[src/rtl/encode_packet_serializer_if.sv]
// encode_packet_serializer_if: packet request and flit link between controller, serializer and router lane
interface encode_packet_serializer_if #(
    parameter int DATA_WIDTH = 1024,
    parameter int ADDR_WIDTH = 10,
    parameter int FLIT_WIDTH = 256
);
    logic                             start_encode_pkt;
    logic [DATA_WIDTH+ADDR_WIDTH-1:0] data_dfx_send;
    logic                             ready_encode_pkt;
    logic                             encode_done;
    logic                             flit_valid;
    logic                             flit_ready;
    logic [1:0]                       flit_type;
    logic [FLIT_WIDTH-1:0]            flit_data;
    modport master (
        output start_encode_pkt, data_dfx_send, flit_ready,
        input  ready_encode_pkt, encode_done, flit_valid, flit_type, flit_data
    );
    modport slave (
        input  start_encode_pkt, data_dfx_send, flit_ready,
        output ready_encode_pkt, encode_done, flit_valid, flit_type, flit_data
    );
endinterface

[src/rtl/encode_packet_serializer.sv]
// encode_packet_serializer: turns one {payload, dst_addr} word into a head flit plus NUM_BODY payload flits
module encode_packet_serializer #(
    parameter int DATA_WIDTH = 1024,
    parameter int ADDR_WIDTH = 10,
    parameter int FLIT_WIDTH = 256
) (
    input logic clk,
    input logic rst,
    encode_packet_serializer_if.slave bus
);
    localparam int NUM_BODY = DATA_WIDTH / FLIT_WIDTH;
    localparam int CW = $clog2(NUM_BODY + 1);
    localparam logic [CW-1:0] LAST = CW'(NUM_BODY - 1);
    typedef enum logic [1:0] {IDLE, HEAD, BODY, DONE} state_t;
    state_t                r_state;
    logic [CW-1:0]         r_cnt;
    logic [7:0]            r_seq;
    logic [DATA_WIDTH-1:0] r_payload;
    logic [ADDR_WIDTH-1:0] r_dst;
    logic                  r_done;
    logic                  r_valid;
    logic [1:0]            r_type;
    logic [FLIT_WIDTH-1:0] r_data;
    logic [CW-1:0]         w_nxt;
    assign w_nxt = r_cnt + 1'b1;
    assign bus.ready_encode_pkt = r_state == IDLE;
    assign bus.encode_done = r_done;
    assign bus.flit_valid = r_valid;
    assign bus.flit_type = r_type;
    assign bus.flit_data = r_data;
    // Flit outputs are loaded one state ahead so they stay registered and stable under backpressure.
    always_ff @(posedge clk or posedge rst) begin
        if (rst) begin
            r_state   <= IDLE;
            r_cnt     <= '0;
            r_seq     <= '0;
            r_payload <= '0;
            r_dst     <= '0;
            r_done    <= 1'b0;
            r_valid   <= 1'b0;
            r_type    <= 2'b00;
            r_data    <= '0;
        end else begin
            case (r_state)
                IDLE: if (bus.start_encode_pkt) begin
                    r_payload <= bus.data_dfx_send[DATA_WIDTH+ADDR_WIDTH-1:ADDR_WIDTH];
                    r_dst     <= bus.data_dfx_send[ADDR_WIDTH-1:0];
                    r_valid   <= 1'b1;
                    r_type    <= 2'b01;
                    r_data    <= FLIT_WIDTH'({8'(NUM_BODY), r_seq, bus.data_dfx_send[ADDR_WIDTH-1:0]});
                    r_state   <= HEAD;
                end
                HEAD: if (bus.flit_ready) begin
                    r_cnt   <= '0;
                    r_data  <= r_payload[0 +: FLIT_WIDTH];
                    r_type  <= (NUM_BODY == 1) ? 2'b10 : 2'b00;
                    r_state <= BODY;
                end
                BODY: if (bus.flit_ready) begin
                    if (r_cnt == LAST) begin
                        r_valid <= 1'b0;
                        r_done  <= 1'b1;
                        r_type  <= 2'b00;
                        r_data  <= '0;
                        r_state <= DONE;
                    end else begin
                        r_cnt  <= w_nxt;
                        r_data <= r_payload[w_nxt*FLIT_WIDTH +: FLIT_WIDTH];
                        r_type <= (w_nxt == LAST) ? 2'b10 : 2'b00;
                    end
                end
                default: begin
                    r_done  <= 1'b0;
                    r_seq   <= r_seq + 8'd1;
                    r_state <= IDLE;
                end
            endcase
        end
    end
endmodule

[src/flat_wrapper.sv]
// flat-port wrapper written by rule: the top's interface ports become plain ports
module encode_packet_serializer_flat 
#(
    parameter int DATA_WIDTH = 1024,
    parameter int ADDR_WIDTH = 10,
    parameter int FLIT_WIDTH = 256
)
  (clk, rst, bus_start_encode_pkt, bus_data_dfx_send, bus_flit_ready, bus_ready_encode_pkt, bus_encode_done, bus_flit_valid, bus_flit_type, bus_flit_data);
  encode_packet_serializer_if #(.DATA_WIDTH(DATA_WIDTH), .ADDR_WIDTH(ADDR_WIDTH), .FLIT_WIDTH(FLIT_WIDTH)) bus_i ();
  input logic clk;
  input logic rst;
  input wire logic [$bits(bus_i.start_encode_pkt)-1:0] bus_start_encode_pkt;
  input wire logic [$bits(bus_i.data_dfx_send)-1:0] bus_data_dfx_send;
  input wire logic [$bits(bus_i.flit_ready)-1:0] bus_flit_ready;
  output wire logic [$bits(bus_i.ready_encode_pkt)-1:0] bus_ready_encode_pkt;
  output wire logic [$bits(bus_i.encode_done)-1:0] bus_encode_done;
  output wire logic [$bits(bus_i.flit_valid)-1:0] bus_flit_valid;
  output wire logic [$bits(bus_i.flit_type)-1:0] bus_flit_type;
  output wire logic [$bits(bus_i.flit_data)-1:0] bus_flit_data;
  assign bus_i.start_encode_pkt = bus_start_encode_pkt;
  assign bus_i.data_dfx_send = bus_data_dfx_send;
  assign bus_i.flit_ready = bus_flit_ready;
  assign bus_ready_encode_pkt = bus_i.ready_encode_pkt;
  assign bus_encode_done = bus_i.encode_done;
  assign bus_flit_valid = bus_i.flit_valid;
  assign bus_flit_type = bus_i.flit_type;
  assign bus_flit_data = bus_i.flit_data;
  encode_packet_serializer #(.DATA_WIDTH(DATA_WIDTH), .ADDR_WIDTH(ADDR_WIDTH), .FLIT_WIDTH(FLIT_WIDTH)) u_core (.clk(clk), .rst(rst), .bus(bus_i));
endmodule
[config.mk]
export PLATFORM = sky130hd
export DESIGN_NAME = encode_packet_serializer_flat
export DESIGN_NICKNAME = d
export VERILOG_FILES = /design/src/rtl/encode_packet_serializer_if.sv /design/src/rtl/encode_packet_serializer.sv /design/src/flat_wrapper.sv
export SDC_FILE = /design/constraint.sdc
export NUM_CORES = 2
export LEC_CHECK = 0
export BUFFER_PORTS_ARGS = -buffer_cell sky130_fd_sc_hd__buf_2
export CORE_AREA = 3 3 506 508
export DETAILED_ROUTE_END_ITERATION = 8
export DIE_AREA = 0 0 509 511
export GPL_ROUTABILITY_DRIVEN = 0
export PLACE_DENSITY = 0.38
export SYNTH_ARGS = -nofsm -noshare
export SYNTH_HDL_FRONTEND = slang
export SYNTH_SLANG_ARGS = --single-unit
[constraint.sdc]
create_clock -name clk -period 50.5 [get_ports clk]
set_input_delay 2.525 -clock clk [delete_from_list [all_inputs] [get_ports clk]]
set_output_delay 2.525 -clock clk [all_outputs]
set_load 0.005 [all_outputs]
**Word-level counts from Yosys, hierarchy flattened**

Cells that the tools add are included.

- Bits in latches: 0
- Bits in writable memories: 0
- ROM bits: 0
- Bits of input ports: 1038
- Memories kept: 0
- Word-level logic and storage cells: 59
- Register bits: 1297

- $add $sub $neg: 2
- Divide/modulo/power cells: 0
- Bitwise operators: 1
- Reductions and logical operators: 12
- Magnitude comparators: 0
- Muxes and demuxes: 26
- Multiply operators: 0
- Eq/ne operators: 9
- Shift operators: 1

Operators with widths:

| operator | number |
|---|---|
| $mux W256 | 4 |
| $shiftx A1024 B12 Y256 | 1 |
| $pmux W256 S3 | 1 |
| $mux W2 | 8 |
| $reduce_and A4 Y1 | 4 |
| $pmux W2 S3 | 2 |
| $mux W3 | 3 |
| $add A8 B1 Y8 const B | 1 |
| $ne A2 B2 Y1 const B | 4 |
| $eq A3 B2 Y1 const B | 2 |
| $pmux W3 S2 | 1 |
| $mux W1 | 5 |
| $pmux W1 S2 | 2 |
| $reduce_bool A2 Y1 | 2 |
| $add A3 B1 Y3 const B | 1 |
| $reduce_and A3 Y1 | 1 |
| $reduce_bool A3 Y1 | 1 |
| $reduce_or A3 Y1 | 1 |
| $eq A2 B1 Y1 const B | 1 |
| $eq A2 B2 Y1 const B | 1 |
| $logic_not A2 Y1 | 1 |
| $ne A2 B1 Y1 const B | 1 |
| $reduce_and A2 Y1 | 1 |
| $reduce_or A2 Y1 | 1 |
| $not A1 Y1 | 1 |

**Depth between registers and ports, before layout**

- Word-level depth: 6
- Mapped depth: 13

**Worst setup path after synthesis**

No wires, ideal clock.

- Kind: input to register
- Start: input port bus_start_encode_pkt
- End: register u_core.r_payload[310]
- Arrival time: 3.578 ns
- Path slack: 46.797 ns
- Required time: 50.375 ns
- Setup time: 0.125 ns
- Path buffers: 3
- Cell stages on the path: 5
- Path through: nand2_1 buf_2 buf_2 buf_2 mux2_2

- Longest elaborated chain between the ends: 1

Ends and longest elaborated chain:

| element | RTL line | text |
|---|---|---|
| from (decl) | flat_wrapper.sv:12 | `input wire logic [$bits(bus_i.start_encode_pkt)-1:0] bus_start_encode_pkt;` |
| $reduce_and A2 Y1 (no source line) | - |  |
| to (signal assigned) | encode_packet_serializer.sv:46 | `r_payload <= bus.data_dfx_send[DATA_WIDTH+ADDR_WIDTH-1:ADDR_WIDTH];` |
| to (decl) | encode_packet_serializer.sv:18 | `logic [DATA_WIDTH-1:0] r_payload;` |

Every way passes these cells.
A chain may end at the register's enable or synchronous reset.

**Worst setup path after layout**

- Start: input port bus_start_encode_pkt
- End: register u_core.r_payload[142]

The elaborated chain is that of the path after synthesis.

==> metrics.md <==
| Metric | Value |
|---|---|
| Clk slew on worst S/H paths | 0.06 ns |
| Most frequent cells after synthesis | dfrtp_1, mux2_2, nand2_1, mux4_2, a22oi_1 |
| Chip width | 509 um |
| Syn-to-layout area delta | 27.7% |
| Placeable Area | 0.252 mm^2 |
| Total grt overflow | 0 |
| CTS resizes | 0 |
| Global-route wire length before repair | 321 mm |
| Skew-Pair Late Insertion Delay | 0.80 ns |
| Postcts setup bufs | 0 |
| DRT Pass-1 Iters | 5 |
| Initial antenna violation count | 251 |
| Cell variety after synth | 35 |
| Register bit total from synthesis | 1297 |
| Share of cells above drive strength 1 | 56.7% |
| YS warnings | 0 |
| CP Max Fanout | 155 |
| Min Tclk post-route | 7.18 ns |
| Max_cap viols | 0 |
| Mapped Cells | 3719 |
| Top_reg_cell synth | dfrtp_1 |
| Number of CTS-inserted buffers | 162 |
| Die Height | 511 um |
| Routed via count | 37700 |
| RSZ-0062 raised after global routing | false |
| Via density | 4.43 |
| Vias in the first global route | 39900 |
| Netlist Area Pre-Place | 0.0557 mm^2 |
| Starting density of the core | 22.1% |
| Pleak | 32.4 nW |
| FF-to-FF End | u_core.r_payload[142]$_DFFE_PP0P_ |
| Reg2reg path depth | 9 |
| Startpoint types | input port |
| Final setup vio count | 0 |
| Outcome | completed |
| Crit path DAT | 7.82 ns |
| Asr flop ratio synth | 100% |
| Tot GR Track Use | 17.2% |
| Max clock buf depth | 3 |
| Hold Crit Depth | 2 |
| Area leader, netlist | dfrtp_1 |
| CP max-delay cell | buf_4 |
| Clock root cell | clkbuf_16 |
| Final ANT Viol Nets | 0 |
| Min-Delay Endpoint | u_core.bus.flit_data[135]$_DFFE_PP0P_ |
| Pwr Density | 68.6 mW/mm^2 |
| Setup_tns | 0 ns |
| Hold_buf cts | 0 |
| Hpwl dp | 167 mm |
| WL/cell | 27.0 um |
| Worst VDD drop | 51.2 uV |
| Starting DRT DRC Count | 2021 |
| Final-stage net count | 6018 |
| Synthesized Nets | 4765 |
| Hold Vio Cnt, Final | 0 |
| Worst slew margin | 4.53% |
| Io pins | 1299 |
| Detailed Route WL | 230 mm |
| CP required | 51.14 ns |
| Worst Skew | 0.0418 ns |
| Syn Area/Cell | 15.0 um^2 |
| CTS tree | built |
| Drc violations | 0 |
| Most used cell, CP | buf_4 |
| Flop-to-flop setup slack | 44.49 ns |
| Top cells by area, synth | dfrtp_1, mux2_2, mux4_2 |
| Hold Startpoint | u_core.r_payload[135]$_DFFE_PP0P_ |
| Hold WS | 0.477 ns |
| CP Cell Sequence | buf_2 -> nand2_4 -> buf_4 -> buf_4 -> buf_4 -> buf_4 -> buf_12 -> mux2_2 |
| Max Slew Vio Count | 0 |
| Largest net degree at the start of global routing | 161 |
| Worst Max-Slew Pin Slew | 1.43 ns |
| Cell with the most instances after synthesis | dfrtp_1 |
| CTS H-tree depth | 4 |
| Row count | 184 |
| Reg2reg start | u_core.r_state[0]$_DFFE_PP0P_ |
| EDFF count, synth | 0 |
| Clk sinks | 1297 |
| Die area | 0.260 mm^2 |
| Crit Path Class | input port to flip-flop |
| Sequential area share after synthesis | 58.2% |
| Worst min-delay path class | flip-flop to flip-flop |
| CP endpoint kind | flip-flop |
| Slowest cell delay on critical path | 0.86 ns |
| Maximum clock rate | 0.139 GHz |
| Port Buf Inserts | 1298 |
| Final Cycle Share | 14.2% |
| Top cell type's share of synthesized area | 58.2% |
[cell usage in the layout (no fill, tap or decap), types with 7 or more instances in the layout]
| cell | instances |
|---|---|
| buf_4 | 46 |
| diode_2 | 71 |
| o21ai_0 | 7 |
| dfrtp_1 | 1296 |
| inv_1 | 8 |
| a31oi_1 | 19 |
| buf_2 | 1298 |
| clkbuf_8 | 32 |
| o211ai_1 | 36 |
| mux2_2 | 1026 |
| nand2_1 | 502 |
| buf_12 | 10 |
| mux4_2 | 256 |
| a22oi_1 | 236 |
| nor2b_1 | 18 |
| clkbuf_16 | 163 |
| clkbuf_1 | 41 |
| clkinv_2 | 28 |
[where the power goes]
group / switching (mW) / internal [mW]
Sequential: 0.356 / 1.57
Clock: 0.485 / 0.674
Combinational: 0.830 / 0.960
[stage by stage]
| stage | setup WS [ns] | util [%] | cell area (um^2) | cells | total power [mW] |
|---|---|---|---|---|---|
| 6_report | 43.32 | 28.3 | 71200 | 8512 | 4.88 |
| 5_1_grt | 42.56 | 28.2 | 71100 | 8476 | 5.20 |
| 4_1_cts | 43.08 | 28.2 | 71000 | 8441 | 4.98 |
| 3_5_place_dp | 42.16 | 26.1 | 65700 | 8156 | 3.79 |
| 3_3_place_gp | 42.20 | 26.1 | 65700 | 8156 | 3.76 |
| 2_1_floorplan | 11.42 | - | 55700 | 3719 | 3.10 |
[per-layer routing]
metal,share of wire (%),track usage [%]
met5,0.44,0
met4,2.5,4.09
met3,10,8.14
met2,48,28.9
met1,38,19.6
[layout make-up]
cell class,count,area (um^2)
Clock buffer,236,4670
Tap cell,3348,4190
Fill cell,26000,180000
Clock inverter,49,584
Timing Repair Buffer,1354,7040
Inverter,9,41.3
Sequential cell,1297,32500
Antenna cell,71,178
Multi-Input combinational cell,2148,22000
[critical path, delay by kind of cell]
kind	cells	cell delay, ns
buffers and inverters	6	3.81
AND/OR/NAND/NOR	1	0.54
multiplexers	1	0.42
[flip-flops by register name, summed over array words and instances (netlist names)]
signal / count
u_core.bus.encode_done: 1
u_core.bus.flit_valid: 1
u_core.r_cnt: 3
u_core.r_seq: 8
u_core.bus.flit_data: 256
u_core.r_payload: 1024
u_core.r_state: 2
u_core.bus.flit_type: 2
[worst max-delay path by stage]
stage / startpoint / cells past startpoint / to / slack [ns]
2_1_floorplan: rst / 1 / u_core.bus.encode_done$_DFFE_PP0P_ / 11.42
3_3_place_gp: rst / 8 / u_core.r_cnt[0]$_DFFE_PP0P_ / 42.20
3_5_place_dp: rst / 8 / u_core.r_cnt[0]$_DFFE_PP0P_ / 42.16
4_1_cts: rst / 8 / u_core.r_cnt[0]$_DFFE_PP0P_ / 43.08
5_1_grt: rst / 8 / u_core.r_cnt[0]$_DFFE_PP0P_ / 42.56
6_report: bus_start_encode_pkt / 8 / u_core.r_payload[142]$_DFFE_PP0P_ / 43.32
[cells by family after synthesis]
group | Yosys count | synth area share, %
compound gates | 308 | 4.09
xor+xnor | 7 | 0.110
fa+ha+maj | 8 | 0.180
buf+inv | 274 | 2.42
flops | 1297 | 58.2
mux | 1284 | 31.1
simple gates | 541 | 3.86
(Power assumes the default switching activity.)
